<file path="config.mk">
export PLATFORM = sky130hd
export DESIGN_NAME = chain_seq_ctrl
export DESIGN_NICKNAME = d
export VERILOG_FILES = /design/src/rtl/chain_seq_ctrl.sv
export SDC_FILE = /design/constraint.sdc
export NUM_CORES = 1
export LEC_CHECK = 0
export CORE_ASPECT_RATIO = 0.6
export CORE_MARGIN = 10
export CORE_UTILIZATION = 46
export DETAILED_ROUTE_END_ITERATION = 7
export GPL_TIMING_DRIVEN = 0
export HOLD_SLACK_MARGIN = 0.06
export PLACE_DENSITY = 0.77
export SYNTH_ARGS = -nofsm -noshare
export SYNTH_HDL_FRONTEND = slang
export SYNTH_SLANG_ARGS = --single-unit
</file>
<file path="constraint.sdc">
create_clock -name clk -period 2.2 [get_ports clk]
set_input_delay 0.44 -clock clk [delete_from_list [all_inputs] [get_ports clk]]
set_output_delay 0.44 -clock clk [all_outputs]
set_load 0.01 [all_outputs]
</file>
<file path="src/rtl/chain_seq_ctrl.sv">
// -----------------------------------------------------------------------------
// chain_seq_ctrl
//   Sequencer for a registered shift/test chain of CHAIN_LEN flops. A run shifts
//   a PAT_W-bit pattern (bit 0 first) into the chain through chain_din, captures
//   the bits that emerge on chain_dout CHAIN_LEN cycles later, compares them to
//   the pattern, and reports pass/fail plus a saturating mismatch count.
//
// Ports
//   clk        in   1       clock shared with the chain
//   rst        in   1       synchronous reset, active-high
//   start      in   1       run request, sampled only in IDLE
//   abort      in   1       ends a run in progress (RUN only), no done pulse
//   pattern    in   PAT_W   pattern, latched when start is accepted
//   chain_din  out  1       serial data into the chain (0 outside the shift phase)
//   chain_dout in   1       serial data out of the chain
//   busy       out  1       1 while a run is in RUN
//   done       out  1       one-cycle pulse in DONE after a completed run
//   pass       out  1       last completed run matched on every bit
//   capture    out  PAT_W   bits received on the last run, bit 0 received first
//   err_cnt    out  CNT_W   mismatching bits of the last run, saturating
//   dbg_state  out  2       current FSM state (IDLE=0, RUN=1, DONE=2)
//
// Handshake: start is a level request. It is taken on any rising clk edge where
// the FSM is in IDLE and start=1; busy rises in the following cycle. Requests
// that arrive while busy or in DONE are dropped, not queued, so a held start
// restarts one IDLE cycle after each DONE.
// -----------------------------------------------------------------------------
module chain_seq_ctrl #(
  parameter int CHAIN_LEN = 2,
  parameter int PAT_W     = 8,
  parameter int CNT_W     = 8
) (
  input  logic             clk,
  input  logic             rst,
  input  logic             start,
  input  logic             abort,
  input  logic [PAT_W-1:0] pattern,
  output logic             chain_din,
  input  logic             chain_dout,
  output logic             busy,
  output logic             done,
  output logic             pass,
  output logic [PAT_W-1:0] capture,
  output logic [CNT_W-1:0] err_cnt,
  output logic [1:0]       dbg_state
);

  // Run index k walks 0 .. RUN_LEN-1; the width leaves room for RUN_LEN so
  // the increment on the terminal cycle never wraps.
  localparam int RUN_LEN = PAT_W + CHAIN_LEN;
  localparam int K_W     = $clog2(RUN_LEN + 1);

  localparam logic [K_W-1:0]   K_LAST  = K_W'(RUN_LEN - 1);
  localparam logic [K_W-1:0]   K_CL    = K_W'(CHAIN_LEN);
  localparam logic [CNT_W-1:0] CNT_MAX = {CNT_W{1'b1}};

  typedef enum logic [1:0] {
    S_IDLE = 2'd0,
    S_RUN  = 2'd1,
    S_DONE = 2'd2
  } state_t;

  state_t           state;
  state_t           state_nxt;
  logic [K_W-1:0]   k;
  logic [PAT_W-1:0] pat_q;
  logic [PAT_W-1:0] capture_q;
  logic [CNT_W-1:0] err_cnt_q;
  logic [CNT_W-1:0] err_cnt_nxt;
  logic             pass_q;

  logic [K_W-1:0]   cap_idx;
  logic             cap_en;
  logic             din_bit;
  logic             exp_bit;

  assign capture   = capture_q;
  assign err_cnt   = err_cnt_q;
  assign pass      = pass_q;
  assign dbg_state = state;

  // ---------------------------------------------------------------------------
  // Datapath decode
  //   din_bit : pat[k], naturally 0 once k >= PAT_W (no index matches)
  //   exp_bit : pat[k-CHAIN_LEN], the bit that should be on chain_dout now
  //   cap_en  : a chain output bit is due this cycle and the run continues;
  //             the cycle in which abort is seen stores nothing.
  // ---------------------------------------------------------------------------
  always_comb begin
    din_bit     = 1'b0;
    exp_bit     = 1'b0;
    cap_idx     = k - K_CL;
    cap_en      = (state == S_RUN) && !abort && (k >= K_CL);
    err_cnt_nxt = err_cnt_q;
    for (int i = 0; i < PAT_W; i++) begin
      if (k == K_W'(i))       din_bit = pat_q[i];
      if (cap_idx == K_W'(i)) exp_bit = pat_q[i];
    end
    if (cap_en && (chain_dout != exp_bit) && (err_cnt_q != CNT_MAX)) begin
      err_cnt_nxt = err_cnt_q + CNT_W'(1);
    end
  end

  // ---------------------------------------------------------------------------
  // FSM: state register
  // ---------------------------------------------------------------------------
  always_ff @(posedge clk) begin
    if (rst) begin
      state <= S_IDLE;
    end else begin
      state <= state_nxt;
    end
  end

  // ---------------------------------------------------------------------------
  // FSM: next state and state-decoded outputs
  //   abort is checked before the terminal-count exit so it wins on k=K_LAST.
  // ---------------------------------------------------------------------------
  always_comb begin
    state_nxt = state;
    busy      = 1'b0;
    done      = 1'b0;
    chain_din = 1'b0;
    case (state)
      S_IDLE: begin
        if (start) state_nxt = S_RUN;
      end
      S_RUN: begin
        busy      = 1'b1;
        chain_din = din_bit;
        if (abort) begin
          state_nxt = S_IDLE;
        end else if (k == K_LAST) begin
          state_nxt = S_DONE;
        end
      end
      S_DONE: begin
        done      = 1'b1;
        state_nxt = S_IDLE;
      end
      default: begin
        state_nxt = S_IDLE;
      end
    endcase
  end

  // ---------------------------------------------------------------------------
  // Run registers: index, latched pattern, capture, mismatch count, pass flag.
  // pass is resolved on the edge into DONE using the count that already
  // includes the final bit, so it is valid during the done pulse.
  // ---------------------------------------------------------------------------
  always_ff @(posedge clk) begin
    if (rst) begin
      k         <= '0;
      pat_q     <= '0;
      capture_q <= '0;
      err_cnt_q <= '0;
      pass_q    <= 1'b0;
    end else begin
      case (state)
        S_IDLE: begin
          if (start) begin
            k         <= '0;
            pat_q     <= pattern;
            capture_q <= '0;
            err_cnt_q <= '0;
            pass_q    <= 1'b0;
          end
        end
        S_RUN: begin
          k         <= abort ? '0 : k + K_W'(1);
          err_cnt_q <= err_cnt_nxt;
          for (int i = 0; i < PAT_W; i++) begin
            if (cap_en && (cap_idx == K_W'(i))) capture_q[i] <= chain_dout;
          end
          if (!abort && (k == K_LAST)) begin
            pass_q <= (err_cnt_nxt == '0);
          end
        end
        default: begin
          k <= '0;
        end
      endcase
    end
  end

endmodule
</file>
==> results.json <==
{
  "worstMarginPinSlew_ns": 0.701,
  "cts_buffer_depth": 2,
  "synth_area_mm2": 0.00181,
  "slew_viol_final": 0,
  "layout-drive-gt1-share": 0.310,
  "hold_path_class": "flop to flop",
  "grt_pass1_wl_mm": 9.27,
  "skew_ns": 0.00396,
  "timing.final.crit_share": 1.19,
  "clkTransAtPathRegs_ns": 0.07,
  "antenna-diode-count": 0,
  "start_util": 0.486,
  "fin_hold_ws_ns": 0.492,
  "fp.dieH_um": 68.6,
  "insertion_delay_ns": 0.30,
  "fin_area_mm2": 0.00287,
  "ys.flop_type": "dfxtp_1",
  "max_slew_margin": 0.528,
  "grt_use_met3": 0.0556,
  "first_iter_violations": 296,
  "grt_pass1_vias": 1858,
  "p_per_area_mw_per_mm2": 464,
  "final_cells": 337,
  "required_ns": 2.42,
  "overflow": 0,
  "num_vias": 2025,
  "place.gp.congestion": 0.874,
  "grt_use_total": 0.170,
  "dp_slack_ns": -0.805,
  "ys_seq_elements": 31,
  "dp_hpwl_mm": 3.57,
  "syn_nets": 238,
  "dpl.cell_count": 299,
  "cts_tree": "done",
  "synth_area_leaders": "dfxtp_1 34%, mux2i_1 7.8%, a21oi_1 6.6%",
  "crit_path_start_kind": "flop",
  "synth-edff-count": 0,
  "p_leak_nw": 1.08,
  "grt_max_degree": 11,
  "syn_to_final_growth_pct": 58.7,
  "antenna_found_initial": 0,
  "wl_mm": 6.64,
  "outcome": "finished, violations left",
  "fin_crit_ns": 2.61,
  "setup_ws_ns": -0.412,
  "drtAntennaViolNets": 0,
  "ctsRootBufferMaster": "clkbuf_8",
  "max_cap_violations": 0,
  "cts_sinks": 31,
  "drt-wirelength-per-cell_um": 19.7,
  "violations": "negative setup slack",
  "async_reset_ff_frac": 0,
  "synth_top_area_frac": 0.343,
  "syn_inst": 218,
  "ys_warn_count": 0,
  "arrival_ns": 2.83,
  "hold_buffers": 0,
  "synthDistinctLibCells": 51,
  "gr-usage-met2": 0.251,
  "yosys.area.top_type": "dfxtp_1",
  "rows": 17,
  "fmax_ghz": 0.383,
  "rsz0062_at_grt": "yes",
  "avgViaCountPerCell": 6.01,
  "fin_setup_tns_ns": -4.52,
  "grt_util_met1": 0.223,
  "n_fill_cell": 228,
  "final_core_util": 0.771,
  "critPathCaptureType": "flop",
  "first_pass_iters": 5,
  "avgSynthCellArea_um2": 8.29,
  "die_w_um": 101,
  "placed_area_mm2": 0.00226,
  "yosysSeqAreaShare": 0.343,
  "finalPower_mw": 1.33,
  "num_io_pins": 35,
  "htreeDepth": 2,
  "cts_inserted_buffers": 5,
  "io_buffers": 34,
  "crit_type": "flop to flop",
  "final_nets": 309,
  "busiest_layer": "met2",
  "final-setup-viol-count": 18,
  "worst-path-max-fanout": 6,
  "drc": 0,
  "ir_drop_v": 0.000440,
  "dieArea_mm2": 0.00692,
  "core_area_mm2": 0.00372,
  "finalHoldViolCount": 0
}
[timing repair]
item | in CTS | in global routing
gates resized for setup | 44 | 13
pin swaps | 17 | 15
setup endpoints to repair | 14 | 19
buffers inserted | 21 | 10
cloned | 1 | 0
[registers in the layout, summed over array words and instances (netlist names)]
register and cells:
capture 8, dbg_state 2, err_cnt 8, k 4, pass 1, pat_q 8
[synth_stat cells (2+ instances only)]
library cell,instances
dfxtp_1,31
nor2_1,30
nand2_1,29
a21oi_1,24
mux2i_1,14
ha_1,7
inv_1,7
nand3_1,7
a31oi_1,4
buf_6,4
clkbuf_1,4
nor3_1,4
o21ai_0,4
a311oi_1,3
and2b_2,3
nor4_1,3
a22oi_1,2
a31oi_2,2
and2_1,2
nand3b_1,2
o31ai_1,2
[final cells by class]
class                   instances  area, um2  share of cell area
multi-input cells             168       1340               0.468
flip-flops and latches         31        633               0.221
repair buffers                 65        601               0.209
clock buffers                   7        108              0.0375
plain buffers                  11       92.6              0.0323
well taps                      47       58.8              0.0205
inverters                       7       28.8              0.0100
clock inverters                 1       5.00             0.00174
[cell families (layout without fill, tap and decap cells)]
| family | Yosys count | count (layout) | synth area share |
|---|---|---|---|
| AO/OA/AOI/OAI | 51 | 51 | 0.181 |
| multiplexers | 16 | 16 | 0.0962 |
| flip-flops | 31 | 31 | 0.343 |
| AND/OR/NAND/NOR | 93 | 93 | 0.257 |
| adder cells (fa/ha/maj) | 7 | 7 | 0.0484 |
| XOR/XNOR | 1 | 1 | 0.00485 |
| buffers and inverters | 19 | 91 | 0.0699 |
[worst max-delay path: stages, from the launching register on]
cell       delay, ns
dfxtp_4         0.36
buf_6           0.13
buf_12          0.12
ha_4            0.18
buf_6           0.12
nand4bb_1       0.11
o31ai_2         0.10
or4b_4          0.58
a31oi_4         0.23
mux2i_2         0.31
nand2_1         0.10
o31ai_2         0.21
[placed cells by master (no fill, tap or decap), types with 2 or more instances in the layout]
cell type	count
mux2i_2	2
dfxtp_1	27
buf_12	2
nor3_1	2
inv_1	6
nor4_1	2
nand3_1	6
clkbuf_1	4
a311oi_1	2
mux2i_1	12
nand3b_1	2
clkdlybuf4s50_1	31
dfxtp_4	3
nor2_1	30
buf_4	25
clkbuf_8	6
a31oi_4	5
nor3_2	2
nor4_4	2
a21oi_1	21
buf_6	9
a21oi_2	2
o31ai_2	2
and2b_2	3
o21ai_1	2
nand2_1	28
ha_4	5
o21ai_0	2
and2_1	2
ha_1	2
[final timing paths]
| path | startpoint | endpoint | slack, ns | cells past startpoint |
|---|---|---|---|---|
| worst min-delay path | pat_q[2]$_SDFFE_PP0P_ | pat_q[2]$_SDFFE_PP0P_ | 0.49 | 2 |
| worst max-delay path | k[1]$_SDFFE_PP0P_ | pass$_SDFFE_PP0P_ | -0.41 | 11 |
| worst min register to register | pat_q[2]$_SDFFE_PP0P_ | pat_q[2]$_SDFFE_PP0P_ | 0.49 | 2 |
| worst max register to register | k[1]$_SDFFE_PP0P_ | pass$_SDFFE_PP0P_ | -0.41 | 11 |
[where the power goes]
group	internal, mW	switching, mW	total, mW
Combinational	0.0876	0.103	0.191
Clock	0.320	0.232	0.552
Sequential	0.573	0.0158	0.589
Total	0.981	0.350	1.33
[routing by layer]
metal | part of all wire | vias to the layer above
met2 | 0.43 | 133
li1 | - | 927
met5 | 0 | -
met1 | 0.43 | 940
met3 | 0.11 | 25
met4 | 0.032 | 0
(Power assumes the default switching activity.)
